[config.mk]
export PLATFORM = sky130hd
export DESIGN_NAME = freq_div_ratio_updater
export DESIGN_NICKNAME = d
export VERILOG_FILES = /design/src/rtl/freq_div_ratio_updater.sv
export SDC_FILE = /design/constraint.sdc
export NUM_CORES = 1
export LEC_CHECK = 0
export CAP_MARGIN = 40
export CORE_ASPECT_RATIO = 0.5
export CORE_UTILIZATION = 50
export DETAILED_ROUTE_END_ITERATION = 16
export DONT_BUFFER_PORTS = 1
export PLACE_DENSITY = 0.68
export SLEW_MARGIN = 20
export SYNTH_ARGS = -nofsm -noshare
export SYNTH_HDL_FRONTEND = slang
export SYNTH_SLANG_ARGS = --single-unit
[constraint.sdc]
create_clock -name clkin -period 2.1 [get_ports clkin]
set_input_delay 0.21 -clock clkin [delete_from_list [all_inputs] [get_ports clkin]]
set_output_delay 0.21 -clock clkin [all_outputs]
set_load 0.02 [all_outputs]
[src/rtl/freq_div_ratio_updater.sv]
`default_nettype none
`timescale 1ns/1ps
// ============================================================================
// Module      : freq_div_ratio_updater
// Description : Accepts a new division ratio and hands it to the divider over
//               a 4-phase req/ack handshake with synchronised ack and timeouts.
// Revision    : 1.0 - initial release
// ============================================================================
module freq_div_ratio_updater #(
    parameter int RESET_RATIO = 10,
    parameter int MIN_RATIO   = 2,
    parameter int HOLD_CYC    = 2,
    parameter int TIMEOUT     = 1023
) (
    input  logic       clkin,
    input  logic       rst,
    input  logic [9:0] cfg_ratio,
    input  logic       cfg_valid,
    output logic       cfg_ready,
    output logic [9:0] ratio,
    output logic       ratio_upd_req,
    input  logic       ratio_upd_ack,
    output logic       busy,
    output logic       done,
    output logic       err_range,
    output logic       err_timeout
);

    localparam logic [1:0] c_IDLE    = 2'd0;
    localparam logic [1:0] c_REQ     = 2'd1;
    localparam logic [1:0] c_HOLD    = 2'd2;
    localparam logic [1:0] c_RELEASE = 2'd3;

    localparam logic [9:0] c_CNT_MAX      = 10'h3FF;
    localparam logic [9:0] c_RESET_RATIO  = 10'(RESET_RATIO);
    localparam logic [9:0] c_MIN_RATIO    = 10'(MIN_RATIO);
    // Timeout fires on the edge where the phase has lasted TIMEOUT cycles.
    localparam logic [9:0] c_TIMEOUT_LAST = (TIMEOUT > 1) ? 10'(TIMEOUT - 1) : 10'd0;
    // HOLD is entered one cycle after ack_s rises, so it lasts HOLD_CYC-1 cycles.
    localparam logic [9:0] c_HOLD_LAST    = (HOLD_CYC > 2) ? 10'(HOLD_CYC - 2) : 10'd0;

    logic [1:0] state_q,       state_d;
    logic [9:0] ratio_q,       ratio_d;
    logic       req_q,         req_d;
    logic [9:0] cnt_q,         cnt_d;
    logic [9:0] hold_cnt_q,    hold_cnt_d;
    logic       ack_meta_q,    ack_meta_d;
    logic       ack_s_q,       ack_s_d;
    logic       done_q,        done_d;
    logic       err_range_q,   err_range_d;
    logic       err_timeout_q, err_timeout_d;
    logic [9:0] w_cnt_inc;

    assign w_cnt_inc = (cnt_q == c_CNT_MAX) ? cnt_q : cnt_q + 10'd1;

    always_comb begin
        state_d       = state_q;
        ratio_d       = ratio_q;
        req_d         = req_q;
        cnt_d         = cnt_q;
        hold_cnt_d    = hold_cnt_q;
        ack_meta_d    = ratio_upd_ack;
        ack_s_d       = ack_meta_q;
        done_d        = 1'b0;
        err_range_d   = 1'b0;
        err_timeout_d = 1'b0;

        case (state_q)
            c_IDLE: begin
                cnt_d = 10'd0;
                if (cfg_valid) begin
                    if (cfg_ratio >= c_MIN_RATIO) begin
                        ratio_d = cfg_ratio;
                        req_d   = 1'b1;
                        state_d = c_REQ;
                    end else begin
                        err_range_d = 1'b1;
                    end
                end
            end
            c_REQ: begin
                if (ack_s_q) begin
                    state_d    = c_HOLD;
                    cnt_d      = 10'd0;
                    hold_cnt_d = 10'd0;
                end else if (cnt_q == c_TIMEOUT_LAST) begin
                    req_d         = 1'b0;
                    err_timeout_d = 1'b1;
                    state_d       = c_RELEASE;
                    cnt_d         = 10'd0;
                end else begin
                    cnt_d = w_cnt_inc;
                end
            end
            c_HOLD: begin
                if (hold_cnt_q == c_HOLD_LAST) begin
                    req_d   = 1'b0;
                    state_d = c_RELEASE;
                    cnt_d   = 10'd0;
                end else begin
                    hold_cnt_d = hold_cnt_q + 10'd1;
                end
            end
            c_RELEASE: begin
                // A stuck-high ack re-arms the timeout rather than reissuing req.
                if (!ack_s_q) begin
                    done_d  = 1'b1;
                    state_d = c_IDLE;
                    cnt_d   = 10'd0;
                end else if (cnt_q == c_TIMEOUT_LAST) begin
                    err_timeout_d = 1'b1;
                    cnt_d         = 10'd0;
                end else begin
                    cnt_d = w_cnt_inc;
                end
            end
            default: begin
                state_d = c_IDLE;
                req_d   = 1'b0;
                cnt_d   = 10'd0;
            end
        endcase
    end

    always_ff @(posedge clkin) begin
        if (rst) begin
            state_q       <= c_IDLE;
            ratio_q       <= c_RESET_RATIO;
            req_q         <= 1'b0;
            cnt_q         <= 10'd0;
            hold_cnt_q    <= 10'd0;
            ack_meta_q    <= 1'b0;
            ack_s_q       <= 1'b0;
            done_q        <= 1'b0;
            err_range_q   <= 1'b0;
            err_timeout_q <= 1'b0;
        end else begin
            state_q       <= state_d;
            ratio_q       <= ratio_d;
            req_q         <= req_d;
            cnt_q         <= cnt_d;
            hold_cnt_q    <= hold_cnt_d;
            ack_meta_q    <= ack_meta_d;
            ack_s_q       <= ack_s_d;
            done_q        <= done_d;
            err_range_q   <= err_range_d;
            err_timeout_q <= err_timeout_d;
        end
    end

    assign cfg_ready     = (state_q == c_IDLE);
    assign busy          = (state_q != c_IDLE);
    assign ratio         = ratio_q;
    assign ratio_upd_req = req_q;
    assign done          = done_q;
    assign err_range     = err_range_q;
    assign err_timeout   = err_timeout_q;

endmodule
`default_nettype wire

**Word level (Yosys, flattened, before mapping)**

Cells that the tools add are included.

- Output and inout bits: 16
- Word-level logic and storage cells: 69
- Register bits after elaboration: 38
- Input port bits: 14

- Magnitude comparators: 1
- Bitwise logic cells: 3
- Multiplexer cells: 28
- Add/subtract/negate cells: 2
- Reduce and logical (&&, ||, !) cells: 11
- Equality and inequality tests: 14

Operators by type and width:

| kind | count |
|---|---|
| $mux W10 | 7 |
| $pmux W10 S4 | 1 |
| $add A10 B1 Y10 const B | 2 |
| $eq A10 B10 Y1 const B | 2 |
| $pmux W10 S2 | 1 |
| $ne A2 B2 Y1 const B | 7 |
| $mux W2 | 6 |
| $ge A10 B2 Y1 const B | 1 |
| $logic_not A10 Y1 | 1 |
| $mux W1 | 10 |
| $pmux W2 S4 | 1 |
| $reduce_and A3 Y1 | 2 |
| $reduce_and A6 Y1 | 1 |
| $reduce_and A5 Y1 | 1 |
| $eq A2 B2 Y1 const B | 2 |
| $reduce_bool A2 Y1 | 2 |
| $ne A3 B3 Y1 const B | 1 |
| $not A1 Y1 | 3 |
| $pmux W1 S3 | 1 |
| $reduce_bool A3 Y1 | 1 |
| $reduce_or A3 Y1 | 1 |
| $eq A2 B1 Y1 const B | 1 |
| $logic_not A2 Y1 | 1 |
| $ne A2 B1 Y1 const B | 1 |
| 2 further kinds | 2 |

**Depth between registers and ports, before layout**

- Depth in word-level cells: 5
- Gate-level depth with buffers: 7
- Depth with buffers taken out: 6

**Least setup slack after synthesis**

Ideal clock, no wire load.

- Path kind: reg-to-reg
- From: reg hold_cnt_q[0]
- To: reg req_q, in the netlist ratio_upd_req
- Data required time: 1.979 ns
- Stages on the path, launching flop included: 7
- Library setup time: 0.121 ns
- Path slack: -0.117 ns
- Clock period less this slack: 2.217 ns
- Arrival time: 2.097 ns
- Path buffers: 0
- Cells stage by stage: dfxtp_1 inv_1 ha_1 or4b_1 o41a_1 a2111oi_2 mux2_2

- Word-level cells in the longest chain between the ends: 3

RTL lines:

| element | line | text |
|---|---|---|
| start: declaration | 46 | `logic [9:0] hold_cnt_q, hold_cnt_d;` |
| start signal: assignment | 142 | `hold_cnt_q <= hold_cnt_d;` |
| $logic_not A10 Y1 | 96 | `if (hold_cnt_q == c_HOLD_LAST) begin` |
| $ne A2 B2 Y1 (no source line) | -- |  |
| $reduce_and A6 Y1 (no source line) | -- |  |
| end signal: assignment | 140 | `req_q <= req_d;` |
| end: declaration | 44 | `logic req_q, req_d;` |

Every way passes these cells.
A chain may end at the register's enable or synchronous reset.

**Final worst setup path**

- From: reg hold_cnt_q[0]
- To: reg state_q[0]

- Word-level cells in the longest chain between the ends: 3

RTL lines:

| element | line | text |
|---|---|---|
| $logic_not A10 Y1 | 96 |  |
| $ne A2 B2 Y1 (no source line) | -- |  |
| $reduce_and A5 Y1 (no source line) | -- |  |
| end signal: assignment | 127 | `state_q <= c_IDLE;` |
| end signal: assignment | 138 | `state_q <= state_d;` |
| end: declaration | 42 | `logic [1:0] state_q, state_d;` |

Every way passes these cells.

==> summary.txt <==
Synth
  – Library cell with the highest instance count after synthesis: sky130_fd_sc_hd__dfxtp_1
  – Area of the mapped netlist: 1980 um^2
  – Dominant synthesized flop cell: sky130_fd_sc_hd__dfxtp_1
  – Arithmetic-cell share of the synthesized area counting full adders, half adders and majority gates: 5.70%
  – Portion of synthesized cell area occupied by the leading cell type: 38.5%
  – Number of enable-type register cells in the synthesized netlist: 0
  – Synth area leaders: sky130_fd_sc_hd__dfxtp_1 39%, sky130_fd_sc_hd__mux2i_1 6.1%, sky130_fd_sc_hd__ha_1 5.7%
  – Flop and latch count out of synthesis: 38
  – Compound-cell area share of the yosys netlist: 19.1%
  – FFs w/ async S/R, synth: 0%
  – Cell types with the highest counts after synthesis: 38 x sky130_fd_sc_hd__dfxtp_1, 16 x sky130_fd_sc_hd__nor2_1, 15 x sky130_fd_sc_hd__nand2_1, 14 x sky130_fd_sc_hd__a21oi_1, 13 x sky130_fd_sc_hd__inv_1
  – Post-synthesis xor/xnor area fraction: 0.887%
  – Sequential cell area fraction in the yosys report: 38.5%
  – Synth cell types: 44
  – Mux share of post-synthesis cell area: 7.22%
  – Yosys warning count: 0
  – Count of mapped cells out of synthesis: 228
  – Largest family of logic cells by synthesized area: simple AND/OR/NAND/NOR gates
  – Area leader, netlist: sky130_fd_sc_hd__dfxtp_1
  – Number of nets in the synthesized netlist: 251
  – Synth Area in Simple Gates: 23.9%
  – Post-Synthesis Mean Instance Area: 8.67 um^2

Timing
  – Time the final worst path needs with I/O delays and setup: 2130 ps
  – Final hold vios: 0
  – Worst path setup slack after routing: -27.1 ps
  – Worst slew slack as a fraction of its limit: 63.1%
  – Final setup violation count: 1
  – Setup repair after global routing missed its margin: yes
  – Part of the cycle the worst path needs: 101%
  – Worst clock skew on the final layout: 2.60 ps
  – Timing-limited maximum frequency: 470 MHz
  – Transition time of the tightest slew-check pin: 550 ps
  – Final Slew Violations: 0

Layout
  – Area occupied by multi-input gates: 1170 um^2
  – Non-filler instance count after layout: 299
  – Share of post-route cells with drive strength above 1: 17.3%
  – Filler cell count: 318
  – Final net count: 270
  – Number of inserted diodes: 0
  – FF+latch area: 763 um^2
  – Area growth syn-to-layout: 18.1%

GRT
  – Total congestion overflow after global routing: 0
  – Initial antenna violation count: 0
  – Vias in the first global route: 1,614
  – Wire length of the first global-routing pass: 7.24 mm
  – Maximum number of pins on one net before global-route repair: 23
  – Global router's overall resource usage: 22.6%

Clock tree
  – Clock Tree Buf Depth: 2
  – Total CTS buffers: 5
  – Total number of H-tree levels: 2
  – Clock root buffer: sky130_fd_sc_hd__clkbuf_8
  – CTS sink cnt: 38
  – Clock tree from TritonCTS: yes
  – Clock-pin transition on the worst setup and hold timing paths: 70 ps
  – Clock latency on the worst-skew pair: 300 ps

Worst setup path
  – Critical-path maximum fanout: 4
  – Reg-to-reg slack, setup: -30 ps
  – R2R cell count: 6
  – Launching element type of the critical path: register
  – Source of the worst register-to-register timing path: hold_cnt_q[0]$_SDFFE_PP0P_
  – Setup Crit Path Kind: reg -> reg
  – Arrival time of the worst setup path: 2320 ps
  – CP Launch Point: hold_cnt_q[0]$_SDFFE_PP0P_
  – Type of destination of the critical path: register
  – Reg2Reg Capture Point: state_q[0]$_SDFFE_PP0P_
  – CP Data Required Time: 2300 ps
  – Critical Path Sink: state_q[0]$_SDFFE_PP0P_

Floorplan
  – Die Outline Area: 4220 um^2
  – Initial Utilization: 54.8%
  – Die span in y: 46.5 um
  – Core footprint: 3600 um^2
  – Row count: 15
  – Chip width: 90.9 um
  – Ports placed on the boundary: 30

Detailed routing
  – Via count: 1,805
  – Average vias per placed instance: 6.04
  – Routed Antenna Nets: 0
  – DR DRC count: 0
  – DRT Pass-1 Iters: 4
  – Initial DRC Count: 52
  – WL final: 4.60 mm
  – Routed wirelength normalized by instance count: 15.4 um

Pwr
  – Worst ir drop on vdd: 0.000410 V
  – Cell Pwr Density: 941 nW/um^2
  – Static power due to leakage: 0.861 nW
  – Total power after layout: 2.20 mW

Outcome
  – Status: finished, violations left
  – Violations in the final reports: setup timing

Place
  – Port bufs: 0
  – Placed cell count: 284
  – Post-Place Worst Slack: -23.6 ps
  – Dpl hpwl: 3.15 mm
  – Final GP Congestion: 0.777

Run
  – Max_cap viols: 0

Min path
  – Hold Crit Class: in -> reg
## cells in the final DEF, fill, tap and decap left out, types with 3 or more instances in the layout
master / n
sky130_fd_sc_hd__or4_1: 4
sky130_fd_sc_hd__nand3_1: 11
sky130_fd_sc_hd__nor3_1: 7
sky130_fd_sc_hd__nor2_1: 16
sky130_fd_sc_hd__nor2b_1: 3
sky130_fd_sc_hd__a211oi_1: 4
sky130_fd_sc_hd__nand4_1: 7
sky130_fd_sc_hd__o31ai_1: 5
sky130_fd_sc_hd__a31oi_1: 8
sky130_fd_sc_hd__buf_4: 21
sky130_fd_sc_hd__or3_1: 4
sky130_fd_sc_hd__a21oi_1: 14
sky130_fd_sc_hd__o21ai_0: 6
sky130_fd_sc_hd__and3_1: 5
sky130_fd_sc_hd__ha_1: 8
sky130_fd_sc_hd__dfxtp_1: 36
sky130_fd_sc_hd__mux2i_1: 12
sky130_fd_sc_hd__inv_1: 11
sky130_fd_sc_hd__clkbuf_8: 5
sky130_fd_sc_hd__nand2_1: 15
## power by group
part | switching [mW] | internal, mW | leakage [nW]
Combinational | 0.375 | 0.306 | 0.494
Clock | 0.269 | 0.350 | 0.0579
Sequential | 0.106 | 0.790 | 0.310
Total | 0.750 | 1.45 | 0.861
## critical path, stage by stage, from the launching register on
cell	delay, ps
sky130_fd_sc_hd__dfxtp_2	330
sky130_fd_sc_hd__inv_2	70
sky130_fd_sc_hd__ha_4	120
sky130_fd_sc_hd__or4b_4	460
sky130_fd_sc_hd__o41a_1	420
sky130_fd_sc_hd__or3_1	370
sky130_fd_sc_hd__a32o_1	260
## flip-flops by register name, summed over array words and instances (netlist names)
| register | count |
|---|---|
| state_q | 2 |
| ratio | 10 |
| ratio_upd_req | 1 |
| err_range | 1 |
| cnt_q | 10 |
| ack_meta_q | 1 |
| err_timeout | 1 |
| ack_s_q | 1 |
| hold_cnt_q | 10 |
| done | 1 |
## worst min path at each step
stage / slack (ps) / start / cells after the start / to
6_report: 10 / rst / 2 / ratio[3]$_SDFFE_PP1P_
5_1_grt: 20 / rst / 2 / ratio[3]$_SDFFE_PP1P_
4_1_cts: 10 / rst / 2 / ratio[3]$_SDFFE_PP1P_
3_5_place_dp: 280 / rst / 1 / hold_cnt_q[0]$_SDFFE_PP0P_
3_3_place_gp: 280 / rst / 1 / hold_cnt_q[0]$_SDFFE_PP0P_
2_1_floorplan: 340 / ratio_upd_ack / 1 / ack_meta_q$_SDFF_PP0_
## layout make-up
cell class / count / share of cell area [%]
clock inverter: 3 / 1.72
sequential: 38 / 32.7
inverter: 13 / 2.09
timing repair buffer: 23 / 7.83
multi-input combinational: 166 / 50.0
clock buffer: 5 / 2.95
tap: 51 / 2.73
## cell families after synthesis
logic type,after synthesis
xor+xnor,2
mux,14
flops,38
simple gates,87
compound gates,54
fa+ha+maj,9
buf+inv,24
## metal layers
metal	vias to the layer above	wire length (um)	track usage [%]
li1	896	-	-
met1	839	2190	28.5
met5	-	0	0
met3	8	314	7.43
met2	62	2040	37.4
met4	0	61	8.25
## metrics by stage
step           cell area, um^2  hold WS [ps]  TNS (ps)  util (%)
3_3_place_gp              2120           282         0      58.9
2_1_floorplan             1980           338         0         -
4_1_cts                   2240          10.8     -11.7      62.2
5_1_grt                   2330          19.0      -239      64.8
3_5_place_dp              2120           283     -42.2      58.9
6_report                  2330          14.2     -27.1      64.8
## repair_timing
action | in CTS | in global routing
setup buffers | 0 | 5
endpoints found under the setup margin | 2 | 12
hold buffers | 1 | 0
resized for setup | 1 | 7
hold endpoints to repair | 22 | 0
pin swaps | 1 | 2
(Power assumes the default switching activity.)
